## config.mk

```make
export PLATFORM = sky130hd
export DESIGN_NAME = uart_cmd_parser
export DESIGN_NICKNAME = d
export VERILOG_FILES = /design/src/rtl/uart_cmd_pkg.sv /design/src/rtl/uart_cmd_resp.sv /design/src/rtl/uart_cmd_parser.sv
export SDC_FILE = /design/constraint.sdc
export NUM_CORES = 1
export LEC_CHECK = 0
export ABC_AREA = 1
export CORE_AREA = 2 2 123 125
export CTS_CLUSTER_SIZE = 30
export DETAILED_ROUTE_END_ITERATION = 8
export DIE_AREA = 0 0 125 127
export HOLD_SLACK_MARGIN = 0.12
export PLACE_DENSITY_LB_ADDON = 0.12
export SLEW_MARGIN = 25
export SYNTH_ARGS = -nofsm -noshare
export SYNTH_HDL_FRONTEND = slang
export SYNTH_SLANG_ARGS = --single-unit
```

## constraint.sdc

```tcl
create_clock -name clock -period 3.2 [get_ports clock]
set_input_delay 0.64 -clock clock [delete_from_list [all_inputs] [get_ports clock]]
set_output_delay 0.64 -clock clock [all_outputs]
set_load 0.05 [all_outputs]
```

## src/rtl/uart_cmd_pkg.sv

```systemverilog
// Shared types and constants for the UART command frame parser.
// Status codes travel in the third byte of every response frame.
package uart_cmd_pkg;

  typedef enum logic [3:0] {
    ST_IDLE,
    ST_SOF,
    ST_OPC,
    ST_LEN,
    ST_PAY,
    ST_CSUM,
    ST_DRAIN,
    ST_ISSUE,
    ST_RESP
  } state_t;

  localparam logic [7:0] STS_OK    = 8'h00;
  localparam logic [7:0] STS_CSUM  = 8'h01;
  localparam logic [7:0] STS_LEN   = 8'h02;
  localparam logic [7:0] STS_TRUNC = 8'h03;

  localparam logic [7:0] DEFAULT_SOF = 8'hA5;
  localparam logic [7:0] DEFAULT_RSP = 8'h5A;

  function automatic logic [7:0] sat_inc(input logic [7:0] value);
    return (value == 8'hFF) ? value : value + 8'd1;
  endfunction

endpackage

```

## src/rtl/uart_cmd_resp.sv

```systemverilog
// Three-byte response serializer into the UART TX FIFO.
// A start pulse arms it; it stalls while the FIFO is full and pulses done on the last push.
module uart_cmd_resp (
  input  logic       clock,
  input  logic       reset,
  input  logic       start,
  input  logic       tx_fifo_full,
  input  logic [7:0] byte0,
  input  logic [7:0] byte1,
  input  logic [7:0] byte2,
  output logic       tx_fifo_write_en,
  output logic [7:0] tx_fifo_data,
  output logic       done
);

  logic       busy_reg;
  logic [1:0] idx_reg;

  always_ff @(posedge clock or negedge reset) begin
    if (!reset) begin
      busy_reg <= 1'b0;
      idx_reg  <= 2'd0;
    end else if (start) begin
      busy_reg <= 1'b1;
      idx_reg  <= 2'd0;
    end else if (busy_reg && !tx_fifo_full) begin
      if (idx_reg == 2'd2) begin
        busy_reg <= 1'b0;
        idx_reg  <= 2'd0;
      end else begin
        idx_reg <= idx_reg + 2'd1;
      end
    end
  end

  always_comb begin
    tx_fifo_write_en = busy_reg && !tx_fifo_full;
    done             = tx_fifo_write_en && (idx_reg == 2'd2);
    tx_fifo_data     = 8'h00;
    if (busy_reg) begin
      case (idx_reg)
        2'd0:    tx_fifo_data = byte0;
        2'd1:    tx_fifo_data = byte1;
        default: tx_fifo_data = byte2;
      endcase
    end
  end

endmodule

```

## src/rtl/uart_cmd_parser.sv

```systemverilog
// Drains a framed command (SOF, OPC, LEN, PAYLOAD, CSUM) from the UART RX FIFO,
// hands good commands to the core and answers every non-silent frame with a status response.
module uart_cmd_parser
  import uart_cmd_pkg::*;
#(
  parameter int         MAX_PAYLOAD = 8,
  parameter logic [7:0] SOF_BYTE    = DEFAULT_SOF,
  parameter logic [7:0] RSP_BYTE    = DEFAULT_RSP
) (
  input  logic                     clock,
  input  logic                     reset,   // asynchronous, active-low
  input  logic                     packet_received,
  input  logic                     rx_fifo_empty,
  input  logic [7:0]               rx_fifo_data,
  output logic                     rx_fifo_read_en,
  input  logic                     tx_fifo_full,
  output logic [7:0]               tx_fifo_data,
  output logic                     tx_fifo_write_en,
  output logic                     cmd_valid,
  input  logic                     cmd_ready,
  output logic [7:0]               cmd_opcode,
  output logic [7:0]               cmd_length,
  output logic [MAX_PAYLOAD*8-1:0] cmd_payload,
  output logic [7:0]               error_count
);

  localparam logic [7:0] MAX_LEN = 8'(MAX_PAYLOAD);

  state_t     state_reg, state_next;
  logic       pending_reg, pending_next;
  logic       silent_reg, silent_next;
  logic [7:0] status_reg, status_next;
  logic [7:0] opc_reg, opc_next;
  logic [7:0] len_reg, len_next;
  logic [7:0] count_reg, count_next;
  logic [7:0] csum_reg, csum_next;
  logic [7:0] err_reg, err_next;
  logic       clear_payload;
  logic       store_payload;
  logic       resp_start;
  logic       resp_done;

  always_ff @(posedge clock or negedge reset) begin
    if (!reset) begin
      state_reg   <= ST_IDLE;
      pending_reg <= 1'b0;
      silent_reg  <= 1'b0;
      status_reg  <= STS_OK;
      opc_reg     <= 8'h00;
      len_reg     <= 8'h00;
      count_reg   <= 8'h00;
      csum_reg    <= 8'h00;
      err_reg     <= 8'h00;
    end else begin
      state_reg   <= state_next;
      pending_reg <= pending_next;
      silent_reg  <= silent_next;
      status_reg  <= status_next;
      opc_reg     <= opc_next;
      len_reg     <= len_next;
      count_reg   <= count_next;
      csum_reg    <= csum_next;
      err_reg     <= err_next;
    end
  end

  always_comb begin
    state_next      = state_reg;
    pending_next    = pending_reg;
    silent_next     = silent_reg;
    status_next     = status_reg;
    opc_next        = opc_reg;
    len_next        = len_reg;
    count_next      = count_reg;
    csum_next       = csum_reg;
    err_next        = err_reg;
    rx_fifo_read_en = 1'b0;
    clear_payload   = 1'b0;
    store_payload   = 1'b0;

    case (state_reg)
      ST_IDLE: begin
        if (pending_reg) begin
          state_next    = ST_SOF;
          pending_next  = 1'b0;
          clear_payload = 1'b1;
          silent_next   = 1'b0;
          status_next   = STS_OK;
          opc_next      = 8'h00;
          len_next      = 8'h00;
          count_next    = 8'h00;
          csum_next     = 8'h00;
        end
      end
      ST_SOF, ST_OPC, ST_LEN, ST_PAY, ST_CSUM: begin
        rx_fifo_read_en = !rx_fifo_empty;
        if (rx_fifo_empty) begin
          status_next = STS_TRUNC;
          state_next  = ST_RESP;
        end else begin
          case (state_reg)
            ST_SOF: begin
              if (rx_fifo_data != SOF_BYTE) begin
                silent_next = 1'b1;
                state_next  = ST_DRAIN;
              end else begin
                state_next = ST_OPC;
              end
            end
            ST_OPC: begin
              opc_next   = rx_fifo_data;
              csum_next  = rx_fifo_data;
              state_next = ST_LEN;
            end
            ST_LEN: begin
              len_next  = rx_fifo_data;
              csum_next = csum_reg ^ rx_fifo_data;
              if (rx_fifo_data > MAX_LEN) begin
                status_next = STS_LEN;
                state_next  = ST_DRAIN;
              end else if (rx_fifo_data == 8'h00) begin
                state_next = ST_CSUM;
              end else begin
                state_next = ST_PAY;
              end
            end
            ST_PAY: begin
              store_payload = 1'b1;
              csum_next     = csum_reg ^ rx_fifo_data;
              count_next    = count_reg + 8'd1;
              if (count_reg == len_reg - 8'd1) begin
                state_next = ST_CSUM;
              end
            end
            default: begin
              status_next = (rx_fifo_data == csum_reg) ? STS_OK : STS_CSUM;
              state_next  = ST_DRAIN;
            end
          endcase
        end
      end
      ST_DRAIN: begin
        if (!rx_fifo_empty) begin
          rx_fifo_read_en = 1'b1;
          if (status_reg == STS_OK) begin
            status_next = STS_TRUNC;
          end
        end else if (silent_reg) begin
          // Silent wins: a lone bad header leaves status at OK but must not issue.
          state_next = ST_IDLE;
        end else if (status_reg == STS_OK) begin
          state_next = ST_ISSUE;
        end else begin
          state_next = ST_RESP;
        end
      end
      ST_ISSUE: begin
        if (cmd_ready) begin
          state_next = ST_RESP;
        end
      end
      ST_RESP: begin
        if (resp_done) begin
          state_next = ST_IDLE;
        end
      end
      default: state_next = ST_IDLE;
    endcase

    // A new pulse outranks the clear on SOF entry so it is never lost.
    if (packet_received) begin
      pending_next = 1'b1;
    end

    // Every frame without a handshake ends either in RESP with an error status or silently in IDLE.
    if ((state_next == ST_RESP && state_reg != ST_RESP && state_reg != ST_ISSUE) ||
        (state_reg == ST_DRAIN && state_next == ST_IDLE)) begin
      err_next = sat_inc(err_reg);
    end
  end

  assign resp_start = (state_next == ST_RESP) && (state_reg != ST_RESP);

  genvar gi;
  generate
    for (gi = 0; gi < MAX_PAYLOAD; gi++) begin : g_payload
      logic [7:0] byte_reg;
      always_ff @(posedge clock or negedge reset) begin
        if (!reset) begin
          byte_reg <= 8'h00;
        end else if (clear_payload) begin
          byte_reg <= 8'h00;
        end else if (store_payload && count_reg == 8'(gi)) begin
          byte_reg <= rx_fifo_data;
        end
      end
      assign cmd_payload[gi*8 +: 8] = byte_reg;
    end
  endgenerate

  uart_cmd_resp u_resp (
    .clock            (clock),
    .reset            (reset),
    .start            (resp_start),
    .tx_fifo_full     (tx_fifo_full),
    .byte0            (RSP_BYTE),
    .byte1            (opc_reg),
    .byte2            (status_reg),
    .tx_fifo_write_en (tx_fifo_write_en),
    .tx_fifo_data     (tx_fifo_data),
    .done             (resp_done)
  );

  assign cmd_valid   = (state_reg == ST_ISSUE);
  assign cmd_opcode  = opc_reg;
  assign cmd_length  = len_reg;
  assign error_count = err_reg;

endmodule
```

==> results.json, run 1 <==
{
  "syn2layout_area_growth_pct": 31.96,
  "antenna_cells": 0,
  "synthCells": 686,
  "timing.rr.start": "state_reg[1]",
  "worst_pin_slew_ns": 0.6947,
  "place_congestion": 0.8721,
  "cts_buffers": 17,
  "portBuffers": 112,
  "root_buffer": "clkbuf_16",
  "core-area_um2": 14420,
  "final_nets": 824,
  "layout_common_cells": "132 x nand2_1, 115 x dfrtp_1, 109 x clkdlybuf4s50_1, 99 x nand3_1, 78 x o21ai_0",
  "syn_area_um2": 5848,
  "post_cts_buffers": 0,
  "r2r_slack_ns": 1.09,
  "initial_utilization_pct": 40.54,
  "critical_path.startpoint_type": "flip-flop",
  "cap_violations": 0,
  "dp_hpwl_mm": 11.21,
  "synth_seq_cells": 115,
  "setup_viol": 0,
  "synth_warnings": 0,
  "reg2regPathDepth": 7,
  "skew_ns": 0.008261,
  "routed_wl_mm": 16.02,
  "path_class": "reg -> out",
  "maxSlewHeadroom_pct": 53.69,
  "wl_per_cell_um": 16.00,
  "route.detailed.drc": 0,
  "die-width_um": 125,
  "clockBufferDepth": 2,
  "timing.final.max_slew_violations": 0,
  "finalPower_w": 0.007895,
  "hold_viol_final": 0,
  "clk_latency_ns": 0.42,
  "fmax_mhz": 353.3,
  "multi_input_area_um2": 2557,
  "largest_reg_flops": 64,
  "postCtsHoldBufs": 0,
  "synth_edf_count": 0,
  "die_area_um2": 15880,
  "io_pins": 113,
  "synth_seq_area_share_pct": 49.21,
  "first_global_vias": 5176,
  "period_needed_ns": 2.831,
  "peakVddDrop_v": 0.0006334,
  "die_h_um": 127,
  "routed-via-count": 5202,
  "mostFrequentLayoutCell": "nand2_1",
  "postRouteAntennaNets": 0,
  "h-tree-depth": 4,
  "antenna_found_initial": 0,
  "ys.flop_type": "dfrtp_1",
  "cts_sinks": 115,
  "syn_nets": 706,
  "period_share_pct": 88.45,
  "track_usage_pct": 20.79,
  "cp_max_fo": 4,
  "p_leak_nw": 3.455,
  "worstReg2RegEnd": "g_payload[6].byte_reg[1]",
  "placementRows": 44,
  "cts-resized-gates": 0,
  "synth.avg_cell_area_um2": 8.525,
  "grt_overflow": 0,
  "drive_above_1_share_pct": 12.36,
  "grt_first_pass_wirelength_mm": 26.35,
  "grt_setup_unrepaired": "false",
  "dr.pass1.iters": 6,
  "required_ns": 2.56,
  "clk_pin_slew_worst_paths_ns": 0.05,
  "status": "finished, final reports clean",
  "fin_tns_setup_ns": 0,
  "cp-end-kind": "output pin",
  "arrival_ns": 2.19,
  "cellPowerDensity_nw_per_um2": 1023,
  "seq_area_um2": 2878,
  "hp-class": "in -> async",
  "drtIter0Drc": 440,
  "n_fill_cell": 1374,
  "async_reset_ff_share_pct": 100.0,
  "utilization_pct": 53.50,
  "ys_types": 40,
  "viasPerCell": 5.197,
  "cts_tree": "done",
  "grt_max_degree": 116
}
## cells by family after synthesis
kind of cell | synth area share (%)
fa+ha+maj | 1.284
compound gates | 12.94
flops | 49.21
simple gates | 26.47
mux | 0.1925
buf+inv | 7.060
xor+xnor | 2.846
## area by class of cell
cell class | instances | share of cell area (%)
Inverter | 62 | 3.145
Timing Repair Buffer | 122 | 15.56
Clock inverter | 14 | 2.318
Clock buffer | 18 | 5.561
Tap cell | 184 | 2.983
Sequential cell | 115 | 37.29
Multi-Input combinational cell | 486 | 33.14
## per-stage QoR
step | area [um2] | hold WS, ns | setup slack (ns) | cells
2_1_floorplan | 5848 | 0.3444 | 0.7316 | 686
3_3_place_gp | 7109 | 0.4921 | 0.7796 | 969
3_5_place_dp | 7109 | 0.4986 | 0.7122 | 969
4_1_cts | 7717 | 0.3399 | 0.3471 | 1001
5_1_grt | 7717 | 0.3544 | 0.2082 | 1001
6_report | 7717 | 0.2435 | 0.3695 | 1001
## worst max path at each step
stage / start / end / slack [ns] / cells past startpoint
6_report: u_resp.busy_reg / tx_fifo_data[0] / 0.37 / 5
2_1_floorplan: cmd_opcode[0] / tx_fifo_data[0] / 0.73 / 2
3_5_place_dp: rx_fifo_empty / g_payload[4].byte_reg[1] / 0.71 / 9
3_3_place_gp: rx_fifo_empty / g_payload[7].byte_reg[7] / 0.78 / 9
4_1_cts: u_resp.busy_reg / tx_fifo_data[0] / 0.35 / 5
5_1_grt: u_resp.busy_reg / tx_fifo_data[0] / 0.21 / 5
## synth_stat cells, types with 2 or more instances
cell type | instances | area share [%]
xnor2_1 | 8 | 1.2
inv_2 | 7 | 0.45
nor3_1 | 5 | 0.43
inv_1 | 51 | 3.3
a21oi_2 | 6 | 0.90
nand2_1 | 132 | 8.5
clkbuf_1 | 3 | 0.19
nor2_4 | 4 | 0.77
nor3_2 | 2 | 0.34
a31oi_2 | 3 | 0.64
ha_1 | 6 | 1.3
dfrtp_1 | 115 | 49
nand2_4 | 9 | 1.7
o21ai_0 | 78 | 6.7
o21ai_1 | 16 | 1.4
nand2_2 | 12 | 1.3
buf_2 | 10 | 0.86
nor2_1 | 54 | 3.5
nand3_1 | 99 | 8.5
a21oi_1 | 17 | 1.5
nor2_2 | 2 | 0.21
inv_4 | 4 | 0.43
nand4_1 | 5 | 0.53
o31ai_1 | 4 | 0.51
buf_6 | 9 | 1.7
xor2_1 | 11 | 1.6
## power by group
group	switching [W]	leakage [nW]	internal (W)	total [W]
Combinational	0.00277	1.61	0.00115	0.00391
Clock	0.000727	0.293	0.00123	0.00196
Sequential	0.000266	1.56	0.00175	0.00202
## worst max-delay path, stage by stage, from the launching register on
cell	delay, ns
dfrtp_1	0.39
inv_1	0.09
nor2_1	0.17
nand2_1	0.14
o21ai_0	0.16
clkdlybuf4s50_1	0.82
## metal layers
metal	global-route usage, %	vias up	wire [um]
met5	0	-	0
met4	6.078	0	227
met3	5.193	28	703
met2	34.08	149	7800
met1	27.54	2500	7286
li1	-	2525	-
Power figures use the tool's default switching activity.
==> run 2, diff against run 1 <==
--- a/config.mk
+++ b/config.mk
@@ -6,6 +6,7 @@
 export NUM_CORES = 1
 export LEC_CHECK = 0
 export ABC_AREA = 1
+export CAP_MARGIN = 40
 export CORE_AREA = 2 2 123 125
 export CTS_CLUSTER_SIZE = 30
 export DETAILED_ROUTE_END_ITERATION = 8
==> results of run 2 <==
Final layout, timing and power as in run 1 (identical DEF).
